$ cat src/rtl/run_sequencer.sv
// Run controller for the 9-bit-instruction datapath: start pulse, opcode decode, memory wait states, done/watchdog.
// Latency: CTRL_* decode is combinational from opcode in RUN; state changes take effect on the next CLK edge.
// Backpressure: ld/st stall the datapath via dp_stall for MEM_LAT-1 cycles; DONE holds until prog_ack.
//
// Ports: CLK/reset_n (async active-low); req_start, prog_ack host handshake; opcode/fcode/dp_done from
// the datapath; dp_start, dp_stall, CTRL_* strobes to the datapath; busy/prog_done/timeout status and
// cycle_count (RUN+MEMWAIT cycles of the current or last run).
module run_sequencer #(
    parameter int unsigned INIT_CYCLES = 2,
    parameter int unsigned MEM_LAT     = 2,
    parameter int unsigned CNT_W       = 16,
    parameter int unsigned TIMEOUT     = 16'hFFFF
) (
    input  logic             CLK,
    input  logic             reset_n,
    input  logic             req_start,
    input  logic             prog_ack,
    input  logic [3:0]       opcode,
    input  logic             fcode,
    input  logic             dp_done,
    output logic             dp_start,
    output logic             dp_stall,
    output logic             CTRL_branch_rel_nz,
    output logic             CTRL_branch_rel_z,
    output logic             CTRL_branch_abs,
    output logic             CTRL_reg_write_en,
    output logic             CTRL_reg_sel,
    output logic             CTRL_lut_in,
    output logic             CTRL_mem_to_reg,
    output logic             CTRL_alu_src,
    output logic             CTRL_alu_sc_in,
    output logic             CTRL_read_mem,
    output logic             CTRL_write_mem,
    output logic [2:0]       CTRL_alu_op,
    output logic             busy,
    output logic             prog_done,
    output logic             timeout,
    output logic [CNT_W-1:0] cycle_count
);

    localparam int unsigned IW = (INIT_CYCLES > 1) ? $clog2(INIT_CYCLES) : 1;
    localparam int unsigned WW = (MEM_LAT > 2) ? $clog2(MEM_LAT) : 1;
    localparam logic [IW-1:0]    INIT_LAST = IW'(INIT_CYCLES - 1);
    // Remaining MEMWAIT cycles after the first one; only meaningful when MEM_LAT > 1.
    localparam logic [WW-1:0]    WAIT_INIT = WW'((MEM_LAT > 1) ? (MEM_LAT - 2) : 0);
    localparam logic [CNT_W-1:0] TIMEOUT_C = CNT_W'(TIMEOUT);

    localparam logic [3:0] OP_ADD = 4'h0, OP_ADDI = 4'h1, OP_SUB  = 4'h2, OP_SHIFT = 4'h3;
    localparam logic [3:0] OP_AND = 4'h4, OP_XOR  = 4'h5, OP_CMP  = 4'h6, OP_LD    = 4'h7;
    localparam logic [3:0] OP_ST  = 4'h8, OP_BRZ  = 4'h9, OP_BRNZ = 4'hA, OP_JMP   = 4'hB;
    localparam logic [3:0] OP_JMPR = 4'hC, OP_SETPC = 4'hD, OP_MOV = 4'hE;

    typedef enum logic [2:0] {
        S_IDLE, S_INIT, S_RUN, S_MEMWAIT, S_DONE, S_ERR
    } state_t;

    state_t           state_q, state_d;
    logic [IW-1:0]    init_cnt_q, init_cnt_d;
    logic [WW-1:0]    wait_cnt_q, wait_cnt_d;
    logic             is_st_q, is_st_d;     // memory op in flight is a store (else load)
    logic [CNT_W-1:0] cnt_q, cnt_d;
    logic             wdog_hit;
    logic             run_phase;

    assign cycle_count = cnt_q;

    always_comb begin
        state_d    = state_q;
        init_cnt_d = init_cnt_q;
        wait_cnt_d = wait_cnt_q;
        is_st_d    = is_st_q;
        cnt_d      = cnt_q;

        dp_start           = 1'b0;
        dp_stall           = 1'b0;
        CTRL_branch_rel_nz = 1'b0;
        CTRL_branch_rel_z  = 1'b0;
        CTRL_branch_abs    = 1'b0;
        CTRL_reg_write_en  = 1'b0;
        CTRL_reg_sel       = 1'b0;
        CTRL_lut_in        = 1'b0;
        CTRL_mem_to_reg    = 1'b0;
        CTRL_alu_src       = 1'b0;
        CTRL_alu_sc_in     = 1'b0;
        CTRL_read_mem      = 1'b0;
        CTRL_write_mem     = 1'b0;
        CTRL_alu_op        = 3'd0;
        busy               = 1'b0;
        prog_done          = 1'b0;
        timeout            = 1'b0;

        run_phase = (state_q == S_RUN) || (state_q == S_MEMWAIT);
        wdog_hit  = run_phase && (TIMEOUT_C != '0) && (cnt_q == TIMEOUT_C);

        // The watchdog-abort cycle is not counted, so the reported count stays at TIMEOUT.
        if (run_phase && !wdog_hit && (cnt_q != {CNT_W{1'b1}})) begin
            cnt_d = cnt_q + 1'b1;
        end

        case (state_q)
            S_IDLE: begin
                if (req_start) begin
                    state_d    = S_INIT;
                    init_cnt_d = '0;
                    cnt_d      = '0;
                end
            end
            S_INIT: begin
                dp_start = 1'b1;
                busy     = 1'b1;
                if (init_cnt_q == INIT_LAST) begin
                    state_d = S_RUN;
                end else begin
                    init_cnt_d = init_cnt_q + 1'b1;
                end
            end
            S_RUN: begin
                busy = 1'b1;
                if (wdog_hit) begin
                    state_d = S_ERR;
                end else if (dp_done) begin
                    state_d = S_DONE;
                end else begin
                    case (opcode)
                        OP_ADD:   begin CTRL_alu_op = 3'd0; CTRL_reg_write_en = 1'b1; end
                        OP_ADDI:  begin CTRL_alu_op = 3'd0; CTRL_alu_src = 1'b1; CTRL_reg_write_en = 1'b1; end
                        OP_SUB:   begin CTRL_alu_op = 3'd1; CTRL_reg_write_en = 1'b1; end
                        OP_SHIFT: begin
                            CTRL_alu_op       = 3'd2;
                            CTRL_alu_src      = 1'b1;
                            CTRL_alu_sc_in    = fcode;
                            CTRL_reg_write_en = 1'b1;
                        end
                        OP_AND:   begin CTRL_alu_op = 3'd3; CTRL_reg_write_en = 1'b1; end
                        OP_XOR:   begin CTRL_alu_op = 3'd4; CTRL_reg_write_en = 1'b1; end
                        OP_CMP:   CTRL_alu_op = 3'd5;
                        OP_LD, OP_ST: begin
                            if (opcode == OP_LD) begin
                                CTRL_read_mem   = 1'b1;
                                CTRL_mem_to_reg = 1'b1;
                            end
                            if (MEM_LAT > 1) begin
                                // First of MEM_LAT access cycles: stall, defer the write strobe.
                                dp_stall   = 1'b1;
                                state_d    = S_MEMWAIT;
                                wait_cnt_d = WAIT_INIT;
                                is_st_d    = (opcode == OP_ST);
                            end else begin
                                CTRL_reg_write_en = (opcode == OP_LD);
                                CTRL_write_mem    = (opcode == OP_ST);
                            end
                        end
                        OP_BRZ:   CTRL_branch_rel_z  = 1'b1;
                        OP_BRNZ:  CTRL_branch_rel_nz = 1'b1;
                        OP_JMP:   CTRL_branch_abs    = 1'b1;
                        OP_JMPR:  begin CTRL_branch_abs = 1'b1; CTRL_lut_in = 1'b1; end
                        OP_SETPC: begin CTRL_reg_sel = 1'b1; CTRL_reg_write_en = 1'b1; end
                        OP_MOV:   begin CTRL_alu_op = 3'd6; CTRL_reg_write_en = 1'b1; end
                        default:  ; // nop
                    endcase
                end
            end
            S_MEMWAIT: begin
                busy = 1'b1;
                if (wdog_hit) begin
                    state_d = S_ERR;
                end else begin
                    CTRL_read_mem   = !is_st_q;
                    CTRL_mem_to_reg = !is_st_q;
                    if (wait_cnt_q == '0) begin
                        // Final access cycle: the single write strobe of this instruction.
                        CTRL_reg_write_en = !is_st_q;
                        CTRL_write_mem    = is_st_q;
                        state_d           = S_RUN;
                    end else begin
                        dp_stall   = 1'b1;
                        wait_cnt_d = wait_cnt_q - 1'b1;
                    end
                end
            end
            S_DONE: begin
                prog_done = 1'b1;
                if (prog_ack) begin
                    state_d = S_IDLE;
                end
            end
            S_ERR: begin
                timeout = 1'b1;
                if (req_start) begin
                    state_d    = S_INIT;
                    init_cnt_d = '0;
                    cnt_d      = '0;
                end
            end
            default: state_d = S_IDLE;
        endcase
    end

    always_ff @(posedge CLK or negedge reset_n) begin
        if (!reset_n) begin
            state_q    <= S_IDLE;
            init_cnt_q <= '0;
            wait_cnt_q <= '0;
            is_st_q    <= 1'b0;
            cnt_q      <= '0;
        end else begin
            state_q    <= state_d;
            init_cnt_q <= init_cnt_d;
            wait_cnt_q <= wait_cnt_d;
            is_st_q    <= is_st_d;
            cnt_q      <= cnt_d;
        end
    end

endmodule

$ cat config.mk
export PLATFORM = sky130hd
export DESIGN_NAME = run_sequencer
export DESIGN_NICKNAME = d
export VERILOG_FILES = /design/src/rtl/run_sequencer.sv
export SDC_FILE = /design/constraint.sdc
export NUM_CORES = 1
export LEC_CHECK = 0
export BUFFER_PORTS_ARGS = -buffer_cell sky130_fd_sc_hd__buf_2
export CAP_MARGIN = 0
export CORE_UTILIZATION = 55
export CTS_BUF_LIST = sky130_fd_sc_hd__clkbuf_16
export CTS_CLUSTER_SIZE = 28
export DETAILED_ROUTE_END_ITERATION = 7
export PLACE_DENSITY = 0.84
export SLEW_MARGIN = 20
export SYNTH_ARGS = -nofsm -noshare
export SYNTH_HDL_FRONTEND = slang
export SYNTH_SLANG_ARGS = --single-unit
$ cat constraint.sdc
create_clock -name CLK -period 6 [get_ports CLK]
set_input_delay 0.3 -clock CLK [delete_from_list [all_inputs] [get_ports CLK]]
set_output_delay 0.3 -clock CLK [all_outputs]
set_load 0.01 [all_outputs]
; ---- Word-level counts from Yosys, hierarchy flattened
; Index checks and enable logic that the tools add are counted.
[totals]
reg_bits = 22
output_inout_bits = 35
[op_classes]
muxes = 78
n_eq_ne = 30
bitwise = 2
reduce_logical = 20
add_sub_neg = 3
[op_table]
columns = op, count
row1 = $mux 1, 57
row2 = $mux 16, 3
row3 = $mux 3, 11
row4 = $eq 4x4->1 const B, 7
row5 = $pmux 3 s6, 1
row6 = $add 16x1->16 const B, 1
row7 = $eq 16x16->1 const B, 1
row8 = $eq 4x3->1 const B, 4
row9 = $ne 16x16->1 const B, 1
row10 = $pmux 3 s5, 1
row11 = $ne 2x2->1 const B, 5
row12 = $pmux 1 s2, 5
row13 = $reduce_and 5->1, 2
row14 = $eq 4x2->1 const B, 2
row15 = $reduce_or 2->1, 4
row16 = $reduce_or 8->1, 1
row17 = $eq 3x2->1 const B, 2
row18 = $eq 3x3->1 const B, 2
row19 = $eq 4x1->1 const B, 1
row20 = $logic_not 4->1, 1
row21 = $ne 2x1->1 const B, 2
row22 = $ne 4x3->1 const B, 1
row23 = $reduce_and 4->1, 1
row24 = $reduce_bool 2->1, 2
row25 = other kinds (11), 15

; ---- Longest topological paths before layout
[logic_depth]
ltp_word = 9
ltp_mapped = 7
mapped_depth_nobuf = 5

; ---- Worst setup path after synthesis
; No wires, ideal clock.
[synth_path]
path_type = flip-flop to output port
startpoint = register cnt_q[9] (netlist: cycle_count[9])
endpoint = output port CTRL_read_mem
slack_ns = 3.850
path_stages_with_launch = 7
arrival_time_ns = 1.850
path_cell_list = dfrtp_1 > nand4_1 > or4_1 > buf_2 > nand3_1 > o22ai_1 > buf_4
[synth_via]
elab_chain_len = 4
elab_cells_between_ends = 5
classes_between = eq/ne (1) / mux (3) / reduce/logical (1)
[synth_lines]
columns = element, line_no
row1 = from (decl), 61  ; logic [CNT_W-1:0] cnt_q, cnt_d;
row2 = from (signal assigned), 211  ; cnt_q <= cnt_d;
row3 = $eq 16x16->1 *, 93  ; wdog_hit = run_phase && (TIMEOUT_C != '0) && (cnt_q == TIMEOUT_C);
row4 = $logic_and 1x1->1 *, 93
row5 = $mux 1 (on tied branches), -
row6 = $pmux 1 s2 *, -
row7 = to (decl), 32  ; output logic CTRL_read_mem,
; Mark *: on every way between the ends. The rest lies on a longest branch, timed or not.

; ---- Worst setup path after layout
[layout_path]
startpoint = register cnt_q[11] (netlist: cycle_count[11])
endpoint = output port CTRL_reg_write_en
[layout_via]
elab_chain_len = 4
elab_cells_between_ends = 5
classes_between = eq/ne (1) / mux (3) / reduce/logical (1)
[layout_lines]
columns = element, line_no
row1 = $eq 16x16->1 *, 93
row2 = $logic_and 1x1->1 *, 93
row3 = $mux 1 (on tied branches), "165, 119"
row4 = $pmux 1 s2 *, 100  ; case (state_q)
row5 = to (decl), 26  ; output logic CTRL_reg_write_en,
; Marked as above.

==> flow_summary.json <==
{
  "synthToLayoutAreaGrowth_pct": 18.6,
  "clkTransAtPathRegs_ps": 60,
  "drtPass1Iterations": 4,
  "max_freq_mhz": 366,
  "rows": 18,
  "nets": 233,
  "maxSlewViolCount": 0,
  "cts_tree": "yes",
  "hpwl_um": 2910,
  "cts.sinks": 21,
  "dieArea_um2": 2990,
  "crit_type": "flop to output pin",
  "diodes": 0,
  "vias_per_cell": 6.71,
  "status": "finished clean",
  "fin_crit_sh": 0.455,
  "min_period_ps": 2730,
  "avgSynthCellArea_um2": 8.19,
  "worst_pin_slew_ps": 661,
  "die_w_um": 54.6,
  "grtUsageTotal": 0.312,
  "numCtsBuffers": 3,
  "synthTopCellsByArea": "dfrtp_1 (34%), a21oi_1 (4.9%), mux2i_1 (3.9%), nor3_1 (3.9%), nand2_1 (3.7%)",
  "cts_max_path_buffers": 2,
  "drcViolationCount": 0,
  "synthFlopType": "dfrtp_1",
  "cts_max_level": 1,
  "yosysTopAreaCellShare": 0.345,
  "post_cts_buffers": 0,
  "crit_path_max_fanout": 10,
  "relSlewSlack": 0.556,
  "final_hold_viol_count": 0,
  "port_buffers": 44,
  "finalSetupViolations": 0,
  "drive_gt1_frac": 0.244,
  "worstPathRequired_ps": 5700,
  "syn_nets": 197,
  "synth_cells": 186,
  "die_h_um": 54.6,
  "grt_pass1_wl_um": 6760,
  "drt_first_iter_violations": 72,
  "total_power_uw": 558,
  "yosysSeqAreaShare": 0.345,
  "synth-seq-cells": 21,
  "synth.distinct_cells": 47,
  "r2r_cells": 4,
  "power.leakage_nw": 0.833,
  "place_inst": 247,
  "finalWorstSetupSlack_ps": 3270,
  "io_pins": 45,
  "power_density_nw_per_um2": 309,
  "finClkSkew_ps": 1.54,
  "place_area_um2": 1720,
  "timing.rr.start": "cycle_count[11]",
  "crit_path_end_kind": "output pin",
  "ys_async_sr_fraction": 1.00,
  "worstHoldPathType": "input port to asynchronous set/reset pin",
  "yosysWarnings": 0,
  "clock-root-buffer": "clkbuf_16",
  "cp.arrival_ps": 2430,
  "start_util": 0.599,
  "gr-total-overflow": 0,
  "wirelength_um": 4310,
  "ant_nets": 0,
  "start_kind": "flop",
  "setup_tns_ps": 0,
  "synth_area_leader_cell": "dfrtp_1",
  "routedWlPerCell_um": 17.2,
  "drv_cap": 0,
  "fin_area_um2": 1810,
  "fin_cells": 251,
  "rsz0062_at_grt": "false",
  "synth_edf_count": 0,
  "grt_pass1_vias": 1405,
  "peakVddDrop_v": 0.000301,
  "cts_resized": 0,
  "place_worst_setup_slack_ps": 3450,
  "vias": 1684,
  "antenna_found_initial": 0,
  "netlist_area_um2": 1520,
  "routabilityCongestion": 0.903,
  "clk_latency_ps": 250,
  "core_um2": 2540,
  "cts_hold_buffers": 0,
  "grt_start_max_net_pins": 22,
  "startpoint": "cycle_count[11]"
}
[critical path: stages, from the launching register on]
cell and delay, ps:
dfrtp_1 430, nand4_1 360, or4_1 820, nand2_1 290, o22ai_1 120, buf_2 150
[kinds of logic after synthesis]
family          Yosys count  synth area share
buf+inv                  17            0.0501
flops                    21             0.345
compound gates           49             0.210
mux                       6            0.0394
fa+ha+maj                 1           0.00821
xor+xnor                  1           0.00575
simple gates             91             0.342
[layout by cell type, fill, tap and decap left out, types with 2 or more instances in the layout]
| master | n |
|---|---|
| a21oi_1 | 15 |
| nand3b_1 | 2 |
| nor2b_1 | 3 |
| mux2i_1 | 6 |
| a21o_1 | 2 |
| nor4_1 | 3 |
| a31oi_1 | 2 |
| nand3_1 | 11 |
| buf_2 | 44 |
| or4_1 | 5 |
| o311ai_0 | 2 |
| nor3_1 | 12 |
| or3_1 | 5 |
| o31ai_1 | 2 |
| nand4_1 | 4 |
| nand2_1 | 15 |
| nand2b_1 | 5 |
| o41ai_1 | 3 |
| dfrtp_1 | 21 |
| a221o_1 | 2 |
| inv_1 | 5 |
| and3_1 | 5 |
| o21ai_0 | 9 |
| nor2_1 | 12 |
| o22ai_1 | 4 |
| clkbuf_16 | 3 |
[cells in the mapped netlist (4+ instances only)]
| cell type | count |
|---|---|
| o21ai_0 | 9 |
| or3_1 | 5 |
| mux2i_1 | 6 |
| o22ai_1 | 4 |
| nand4_1 | 4 |
| inv_1 | 4 |
| nor3_1 | 12 |
| or4_1 | 5 |
| and3_1 | 5 |
| a21oi_1 | 15 |
| nand2_1 | 15 |
| nor2_1 | 12 |
| clkbuf_1 | 10 |
| nand3_1 | 11 |
| dfrtp_1 | 21 |
| nand2b_1 | 5 |
[worst paths after layout]
| check | slack, ps | to |
|---|---|---|
| min reg2reg | 510 | init_cnt_q |
| max in group asynchronous | 5680 | cycle_count[12] |
| max reg2reg | 3770 | state_q[2] |
| max | 3270 | CTRL_reg_write_en |
| min in group CLK | 360 | state_q[2] |
| min | 0.1 | cycle_count[10] |
[metrics by stage]
step | hold slack (ps) | util
6_report | 0.122 | 0.710
5_1_grt | 45.0 | 0.710
4_1_cts | 15.8 | 0.707
3_5_place_dp | 285 | 0.676
3_3_place_gp | 275 | 0.676
2_1_floorplan | 4.41 | -
[layout make-up]
cell class              instances  area [um^2]
multi-input cells             148          931
repair buffers                 44          220
clock buffers                   3         75.1
fillers                       203          737
flip-flops and latches         21          526
clock inverters                 1         3.75
well taps                      30         37.5
inverters                       4         15.0
[per-layer routing]
layer	GRT usage	vias up	wire [um]
met5	0	-	0
met4	0.0769	0	13
met3	0.0583	4	275
met2	0.502	85	2180
met1	0.425	812	1840
li1	-	783	-
[power by group]
group / switching (mW) / internal, mW / total (mW)
logic: 0.122 / 0.0901 / 0.212
clock network: 0.0517 / 0.0888 / 0.141
registers: 0.0447 / 0.161 / 0.206
total: 0.218 / 0.340 / 0.558
[registers in the layout (all words and copies together) (netlist names)]
name	count
cycle_count	16
is_st_q	1
state_q	3
init_cnt_q	1
No activity file was read; power rests on OpenSTA's default activity.
